## src/rtl/hb3_multi_drive.sv

```systemverilog
// NUM_CH-channel PMOD HB3 H-bridge driver: PWM, direction with brake dead-time, SA speed measurement.
// Optional macro HB3_SOFTSTART_EN: duty_eff ramps one LSB per PWM period toward duty.
module hb3_multi_drive #(
    parameter int NUM_CH       = 2,
    parameter int PWM_W        = 8,
    parameter int PRESCALE     = 1,
    parameter int DEADTIME_CYC = 4,
    parameter int SA_WINDOW    = 100000
) (
    input  logic                    sys_clock,
    input  logic                    reset,
    input  logic                    enable,
    input  logic [NUM_CH*PWM_W-1:0] duty,
    input  logic [NUM_CH-1:0]       dir_req,
    input  logic [NUM_CH-1:0]       sa_in,
    output logic [NUM_CH-1:0]       dir_out,
    output logic [NUM_CH-1:0]       pwm_out,
    output logic [NUM_CH-1:0]       busy,
    output logic [NUM_CH*16-1:0]    speed_count,
    output logic                    speed_valid
);

    localparam int PRESC_W = $clog2(PRESCALE + 1);
    localparam int DEAD_W  = $clog2(DEADTIME_CYC + 1);
    localparam int WIN_W   = $clog2(SA_WINDOW + 1);

    localparam logic [PRESC_W-1:0] PRESC_LAST = PRESC_W'(PRESCALE - 1);
    localparam logic [DEAD_W-1:0]  DEAD_LAST  = DEAD_W'(DEADTIME_CYC - 1);
    localparam logic [WIN_W-1:0]   WIN_LAST   = WIN_W'(SA_WINDOW - 1);
    // Counter runs 0..2^PWM_W-2, so a full-scale duty keeps the output permanently high.
    localparam logic [PWM_W-1:0]   CNT_LAST   = {{(PWM_W-1){1'b1}}, 1'b0};

    typedef enum logic [1:0] {
        RUN    = 2'd0,
        BRAKE  = 2'd1,
        SWITCH = 2'd2
    } ch_state_t;

    logic [PRESC_W-1:0] presc_q;
    logic               tick;

    assign tick = enable && (presc_q == PRESC_LAST);

    always_ff @(posedge sys_clock) begin
        if (!reset || !enable) begin
            presc_q <= '0;
        end else begin
            presc_q <= (presc_q == PRESC_LAST) ? '0 : presc_q + 1'b1;
        end
    end

    for (genvar i = 0; i < NUM_CH; i++) begin : g_ch
        ch_state_t          state_q, state_d;
        logic [PWM_W-1:0]   cnt_q, cnt_d;
        logic [PWM_W-1:0]   duty_eff_q, duty_eff_d;
        logic [PWM_W-1:0]   duty_tgt, next_duty, eff;
        logic [DEAD_W-1:0]  dead_q, dead_d;
        logic               dir_q, dir_d;
        logic               pwm_q, pwm_d;

        assign duty_tgt = duty[i*PWM_W +: PWM_W];

`ifdef HB3_SOFTSTART_EN
        assign next_duty = (duty_tgt > duty_eff_q) ? duty_eff_q + 1'b1 :
                           (duty_tgt < duty_eff_q) ? duty_eff_q - 1'b1 : duty_eff_q;
`else
        assign next_duty = duty_tgt;
`endif

        always_ff @(posedge sys_clock) begin
            if (!reset) begin
                state_q    <= RUN;
                cnt_q      <= '0;
                duty_eff_q <= '0;
                dead_q     <= '0;
                dir_q      <= 1'b0;
                pwm_q      <= 1'b0;
            end else begin
                state_q    <= state_d;
                cnt_q      <= cnt_d;
                duty_eff_q <= duty_eff_d;
                dead_q     <= dead_d;
                dir_q      <= dir_d;
                pwm_q      <= pwm_d;
            end
        end

        // Duty is only adopted when the counter sits at 0, so a period is never cut short.
        always_comb begin
            state_d    = state_q;
            cnt_d      = cnt_q;
            duty_eff_d = duty_eff_q;
            dead_d     = dead_q;
            dir_d      = dir_q;
            pwm_d      = pwm_q;
            eff        = duty_eff_q;
            if (!enable) begin
                state_d = RUN;
                cnt_d   = '0;
                dead_d  = '0;
                pwm_d   = 1'b0;
`ifdef HB3_SOFTSTART_EN
                duty_eff_d = '0;
`endif
            end else begin
                case (state_q)
                    RUN: begin
                        if (dir_req[i] != dir_q) begin
                            state_d = BRAKE;
                            dead_d  = '0;
                            pwm_d   = 1'b0;
                        end else if (tick) begin
                            if (cnt_q == '0) begin
                                eff = next_duty;
                            end
                            duty_eff_d = eff;
                            pwm_d      = (cnt_q < eff);
                            cnt_d      = (cnt_q == CNT_LAST) ? '0 : cnt_q + 1'b1;
                        end
                    end
                    BRAKE: begin
                        pwm_d = 1'b0;
                        if (dead_q == DEAD_LAST) begin
                            state_d = SWITCH;
                        end else begin
                            dead_d = dead_q + 1'b1;
                        end
                    end
                    SWITCH: begin
                        dir_d   = dir_req[i];
                        cnt_d   = '0;
                        pwm_d   = 1'b0;
                        state_d = RUN;
`ifdef HB3_SOFTSTART_EN
                        duty_eff_d = '0;
`endif
                    end
                    default: begin
                        state_d = RUN;
                    end
                endcase
            end
        end

        assign dir_out[i] = dir_q;
        assign pwm_out[i] = pwm_q;
        assign busy[i]    = (state_q == BRAKE);
    end

    logic [NUM_CH-1:0] sa_s1, sa_s2, sa_d, sa_rise;
    logic [15:0]       edge_cnt [NUM_CH];
    logic [WIN_W-1:0]  win_q;
    logic              win_wrap;

    assign sa_rise  = sa_s2 & ~sa_d;
    assign win_wrap = (win_q == WIN_LAST);

    always_ff @(posedge sys_clock) begin
        if (!reset) begin
            sa_s1 <= '0;
            sa_s2 <= '0;
            sa_d  <= '0;
        end else begin
            sa_s1 <= sa_in;
            sa_s2 <= sa_s1;
            sa_d  <= sa_s2;
        end
    end

    // An edge seen in the wrap cycle seeds the new window instead of the reported one.
    always_ff @(posedge sys_clock) begin
        if (!reset) begin
            win_q       <= '0;
            speed_valid <= 1'b0;
            speed_count <= '0;
            for (int i = 0; i < NUM_CH; i++) begin
                edge_cnt[i] <= '0;
            end
        end else begin
            speed_valid <= win_wrap;
            win_q       <= win_wrap ? '0 : win_q + 1'b1;
            for (int i = 0; i < NUM_CH; i++) begin
                if (win_wrap) begin
                    speed_count[i*16 +: 16] <= edge_cnt[i];
                    edge_cnt[i]             <= {15'd0, sa_rise[i]};
                end else if (sa_rise[i] && (edge_cnt[i] != 16'hFFFF)) begin
                    edge_cnt[i] <= edge_cnt[i] + 16'd1;
                end
            end
        end
    end

endmodule

```

## config.mk

```make
export PLATFORM = sky130hd
export DESIGN_NAME = hb3_multi_drive
export DESIGN_NICKNAME = d
export VERILOG_FILES = /design/src/rtl/hb3_multi_drive.sv
export SDC_FILE = /design/constraint.sdc
export NUM_CORES = 1
export LEC_CHECK = 0
export CAP_MARGIN = 5
export CORE_UTILIZATION = 55
export DETAILED_ROUTE_END_ITERATION = 8
export HOLD_SLACK_MARGIN = 0.05
export PLACE_DENSITY = 0.78
export SLEW_MARGIN = 10
export SYNTH_ARGS = -nofsm -noshare
export SYNTH_HDL_FRONTEND = slang
export SYNTH_SLANG_ARGS = --single-unit
```

## constraint.sdc

```tcl
create_clock -name sys_clock -period 3.51 [get_ports sys_clock]
set_input_delay 0.351 -clock sys_clock [delete_from_list [all_inputs] [get_ports sys_clock]]
set_output_delay 0.351 -clock sys_clock [all_outputs]
set_load 0.05 [all_outputs]
```

* Word-level counts from Yosys, hierarchy flattened
Memories as Yosys holds them, arrays and structs flattened. Index checks and enable logic that the tools add are counted.
Cells by class: $add $sub $neg 8, order comparisons 2, equality and inequality tests 25, multiplexer cells 52, bitwise operators 10, reductions and logical operators 33
Operators with widths (count):
- $mux W8 | 16
- $mux W16 | 4
- $add A16 B1 Y16 const B | 2
- $ne A16 B16 Y1 const B | 2
- $pmux W8 S2 | 2
- $add A17 B1 Y17 const B | 1
- $eq A17 B17 Y1 const B | 1
- $add A8 B1 Y8 const B | 2
- $eq A8 B8 Y1 const B | 2
- $logic_not A8 Y1 | 2
- $lt A8 B8 Y1 | 2
- $mux W1 | 16
- $ne A2 B2 Y1 const B | 8
- $reduce_and A2 Y1 | 7
- $mux W3 | 4
- $pmux W3 S2 | 2
- $reduce_and A3 Y1 | 4
- $reduce_bool A2 Y1 | 6
- $mux W2 | 4
- $pmux W2 S2 | 2
- $reduce_and A4 Y1 | 2
- $reduce_or A2 Y1 | 4
- $add A3 B1 Y3 const B | 2
- $eq A3 B2 Y1 const B | 2
- other kinds (15) | 31
Word-level totals: flip-flop bits (word level) 103, RAM bits 32, input bits 23, logic and storage cells 150, memories 1
Memory list:
- edge_cnt | words 2, width 16, read ports 2, clocked after Yosys merged registers in 0, write ports 2, line 151 | logic [15:0] edge_cnt [NUM_CH];

* Longest topological paths before layout
depth after elaboration 10, mapped depth 11, mapped depth without buffers 11

* Worst setup path before layout
Ideal clock, no wire load.
kind register to register, start reg g_ch[0].cnt_q[0], end reg g_ch[0].pwm_q, setup time 0.092 ns, arrival 2.375 ns, path slack 1.043 ns, cell stages (with the launch flop) 10, path buffers 0, clock period less this slack 2.467 ns, path through dfxtp_1 inv_1 ha_1 nor4b_2 nand2_1 mux2i_1 ha_1 or4_1 a221o_1 o32ai_1
Between the ends: word-level cells in the longest chain between the ends 10
RTL lines:
- start, declared | line 54 | logic [PWM_W-1:0] cnt_q, cnt_d;
- start signal, assigned | line 80 | cnt_q <= cnt_d;
- $logic_not A8 Y1 | line 113 | if (cnt_q == '0) begin
- $mux W8 | line 113
- $mux W8 | line 112 | end else if (tick) begin
- $mux W8 | line 108 | if (dir_req[i] != dir_q) begin
- $mux W8 | line 106 | case (state_q)
- $mux W8 | line 97 | if (!enable) begin
- $lt A8 B8 Y1 * | line 117 | pwm_d = (cnt_q < eff);
- $mux W1 * | line 112
- $mux W1 * | line 108
- $pmux W1 S2 * | line 106
- end signal, assigned | line 84 | pwm_q <= pwm_d;
- end, declared | line 59 | logic pwm_q, pwm_d;
Mark *: on every way between the ends. The rest lies on a longest branch, timed or not. The select of a mux whose other input is x is not followed. A chain may end at the register's enable or synchronous reset.

* Final worst setup path
Ends and elaborated chain as after synthesis.

==> impl_metrics.ini <==
[outcome]
outcome = completed

[floorplan]
io_count = 62
floorplan.die_area_mm2 = 0.0120
start_util_pct = 57.5
dieHeight_um = 109
num_rows = 38
die_width_um = 109
floorplan.core_area_mm2 = 0.0110

[yosys]
async_reset_ff_share_pct = 0
mappedNetlistArea_mm2 = 0.00634
synth.most_common_cell = dfxtp_1
netlist_instances = 631
postSynthAreaPerCell_um2 = 10.0
postSynthNetCount = 687
yosys_register_bits = 135
synth_largest_area_cell = dfxtp_1
synthTopCellsByCount = dfxtp_1 (103), nor2_1 (98), xor2_1 (36), nand3_1 (35), mux2i_1 (34)
flip_flop_cell_with_the_highest_count_after_synthesis = dfxtp_1
synth_edf_count = 32
synth_top_cells_by_area = dfxtp_1 (33%), edfxtp_1 (15%), ha_1 (6.5%)
ys_seq_area_share_pct = 47.7
synth_top_area_share_pct = 32.5
synthDistinctLibCells = 49
yosys_warnings = 0

[timing]
worst-slew-pin-transition_ns = 0.669
final_hold_viol_count = 0
fmaxAchievable_mhz = 350
grt_setup_unrepaired = false
holdWs_ns = 0.432
fin_tns_setup_ns = 0
slew_headroom_pct = 55.3
tmin_final_ns = 2.86
clock_skew_ns = 0.00670
setup_violations = 0
maxSlewViolCount = 0
min_period_over_period_pct = 81.5

[worst_setup_path]
r2r_end = g_ch[0].pwm_q
r2r_worst_path_depth = 9
worst_r2r_startpoint = g_ch[0].cnt_q[0]
critPathCaptureType = register
critical_path_type = register to register
worst_ep_arrival_time_ns = 3.17
setup.worst_path.start_class = register
timing.critical_path.fanout_max = 9
r2r_slack_ns = 0.65
cp_data_required_time_ns = 3.82

[global_routing]
first_global_vias = 4771
grt_pass1_wl_um = 21400
grt_overflow = 0
grt_start_max_net_pins = 35
initial_antenna_violation_count = 0
globalRouteTotalUtil_pct = 23.1

[clock_tree]
worst_setup_hold_path_clk_slew_ns = 0.06
htreeDepth = 4
clock_latency_ns = 0.42
postCtsResizedCells = 0
clock-root-buffer = clkbuf_16
max-clock-path-buffers = 2
tritoncts_clock_tree = built
tritoncts.num_buffers = 17
cts.hold.buffers_added = 0
post-cts-setup-buffers = 0
numClockSinks = 135

[min_path]
timing.hold.worst_path_depth = 1
worstHoldPathType = register to register
hold_worst_path_end = sa_s2[0]
worst_hold_start = sa_s1[0]

[cells_and_area]
final_util_pct = 69.3
flow.area_growth_from_synthesis_pct = 20.7
layout.nets = 752
regArea_mm2 = 0.00302
insertedDiodeCount = 0
multiInputGateArea_mm2 = 0.00315
layout-drive-gt1-share_pct = 5.50
fillers = 854

[detailed_routing]
drt_iter0_markers = 203
drt-pass1-iter-count = 4
routed-via-count = 4855
postRouteAntennaNets = 0
drt-wirelength-per-cell_um = 15.0
drt-vias-per-instance = 5.72
total_drc_errors_in_the_routed_layout = 0
wirelength_um = 12800

[flow_run]
max_cap_violations = 0

[placement]
gp_congestion = 0.876
port_buffer_count = 61
place_hpwl_um = 8890

[power_and_ir_drop]
cellLeakagePower_nw = 3.00
power-per-cell-area_mw_per_mm2 = 475
ir_drop_v = 0.000620
-- stage by stage --
step	cells	power, mW	instance area (um^2)	setup slack (ns)
2_1_floorplan	631	1.82	6340	1.04
3_3_place_gp	817	1.88	7060	0.929
3_5_place_dp	817	1.89	7060	0.742
4_1_cts	849	3.66	7650	0.673
5_1_grt	849	3.75	7650	0.507
6_report	849	3.63	7650	0.651
-- routing by layer --
metal	routed length (um)	up-vias	global-route usage (%)	part of all wire [%]
li1	-	2398	-	-
met1	5630	2318	27.4	44
met2	6340	114	39.8	50
met3	543	25	6.05	4.3
met4	244	0	9.33	1.9
met5	0	-	0	0
-- registers in the layout, summed over array words and instances (netlist names) --
register and count:
sa_d 2, speed_count 32, sa_s2 2, sa_s1 2, speed_valid 1, presc_q 1
g_ch.state_q 4, win_q 17, g_ch.dir_q 2, g_ch.cnt_q 16, g_ch.duty_eff_q 16, g_ch.pwm_q 2
g_ch.dead_q 6, edge_cnt 32
-- placed cells by master, fill, tap and decap left out, types with 4 or more instances in the layout --
| cell | n |
|---|---|
| dfxtp_1 | 103 |
| nor2_1 | 98 |
| clkdlybuf4s50_1 | 61 |
| xor2_1 | 36 |
| nand3_1 | 35 |
| mux2i_1 | 34 |
| ha_1 | 33 |
| a22o_1 | 32 |
| edfxtp_1 | 32 |
| nand2_1 | 27 |
| a21oi_1 | 22 |
| xnor2_1 | 20 |
| inv_1 | 17 |
| clkbuf_16 | 17 |
| nand4_1 | 14 |
| and4_1 | 13 |
| and3_1 | 10 |
| and2_1 | 9 |
| nand2b_1 | 9 |
| nor3_1 | 8 |
| nand3b_1 | 8 |
| a211oi_1 | 6 |
| o21ai_0 | 5 |
| buf_4 | 5 |
| a21o_1 | 4 |
-- worst max-delay path, cell delays in order (launching register included) --
cell and delay (ns):
dfxtp_1 0.34, inv_1 0.15, ha_1 0.17, nor4b_2 0.22
nand2_1 0.34, mux2i_1 0.21, ha_1 0.21, or4_1 0.54
a221o_1 0.30, o32ai_1 0.29
-- area by class of cell --
| cell class | instances | area share [%] |
|---|---|---|
| Timing Repair Buffer | 66 | 8.48 |
| Tap cell | 140 | 2.29 |
| Inverter | 18 | 0.884 |
| Multi-Input combinational cell | 458 | 41.1 |
| Clock inverter | 13 | 2.01 |
| Clock buffer | 19 | 5.66 |
| Sequential cell | 135 | 39.5 |
-- power by group --
group | internal, mW | leakage, nW | switching, mW | total (mW)
combinational | 0.0840 | 1.54 | 0.116 | 0.200
clock | 1.11 | 0.284 | 0.658 | 1.77
sequential | 1.63 | 1.17 | 0.0347 | 1.66
total | 2.82 | 3.00 | 0.809 | 3.63
-- how the worst max path moves through the flow --
stage                          start             to  slack [ns]
floorplan           g_ch[0].cnt_q[0]  g_ch[0].pwm_q        1.04
global placement    g_ch[0].cnt_q[0]  g_ch[0].pwm_q        0.93
detailed placement  g_ch[0].cnt_q[0]  g_ch[0].pwm_q        0.74
CTS                 g_ch[0].cnt_q[0]  g_ch[0].pwm_q        0.67
global route        g_ch[0].cnt_q[0]  g_ch[0].pwm_q        0.51
finish              g_ch[0].cnt_q[0]  g_ch[0].pwm_q        0.65
-- logic make-up after synthesis --
group	Yosys count	share of synthesized area [%]
adders and majority gates	33	6.52
and+or+nand+nor	246	19.8
xor gates and xnor gates	56	7.74
AOI/OAI and AO/OA	88	10.1
muxes	34	5.37
buffers and inverters	38	2.65
other	1	0.0592
DFF	135	47.7
Note: power is estimated with default switching activity, not from simulation.
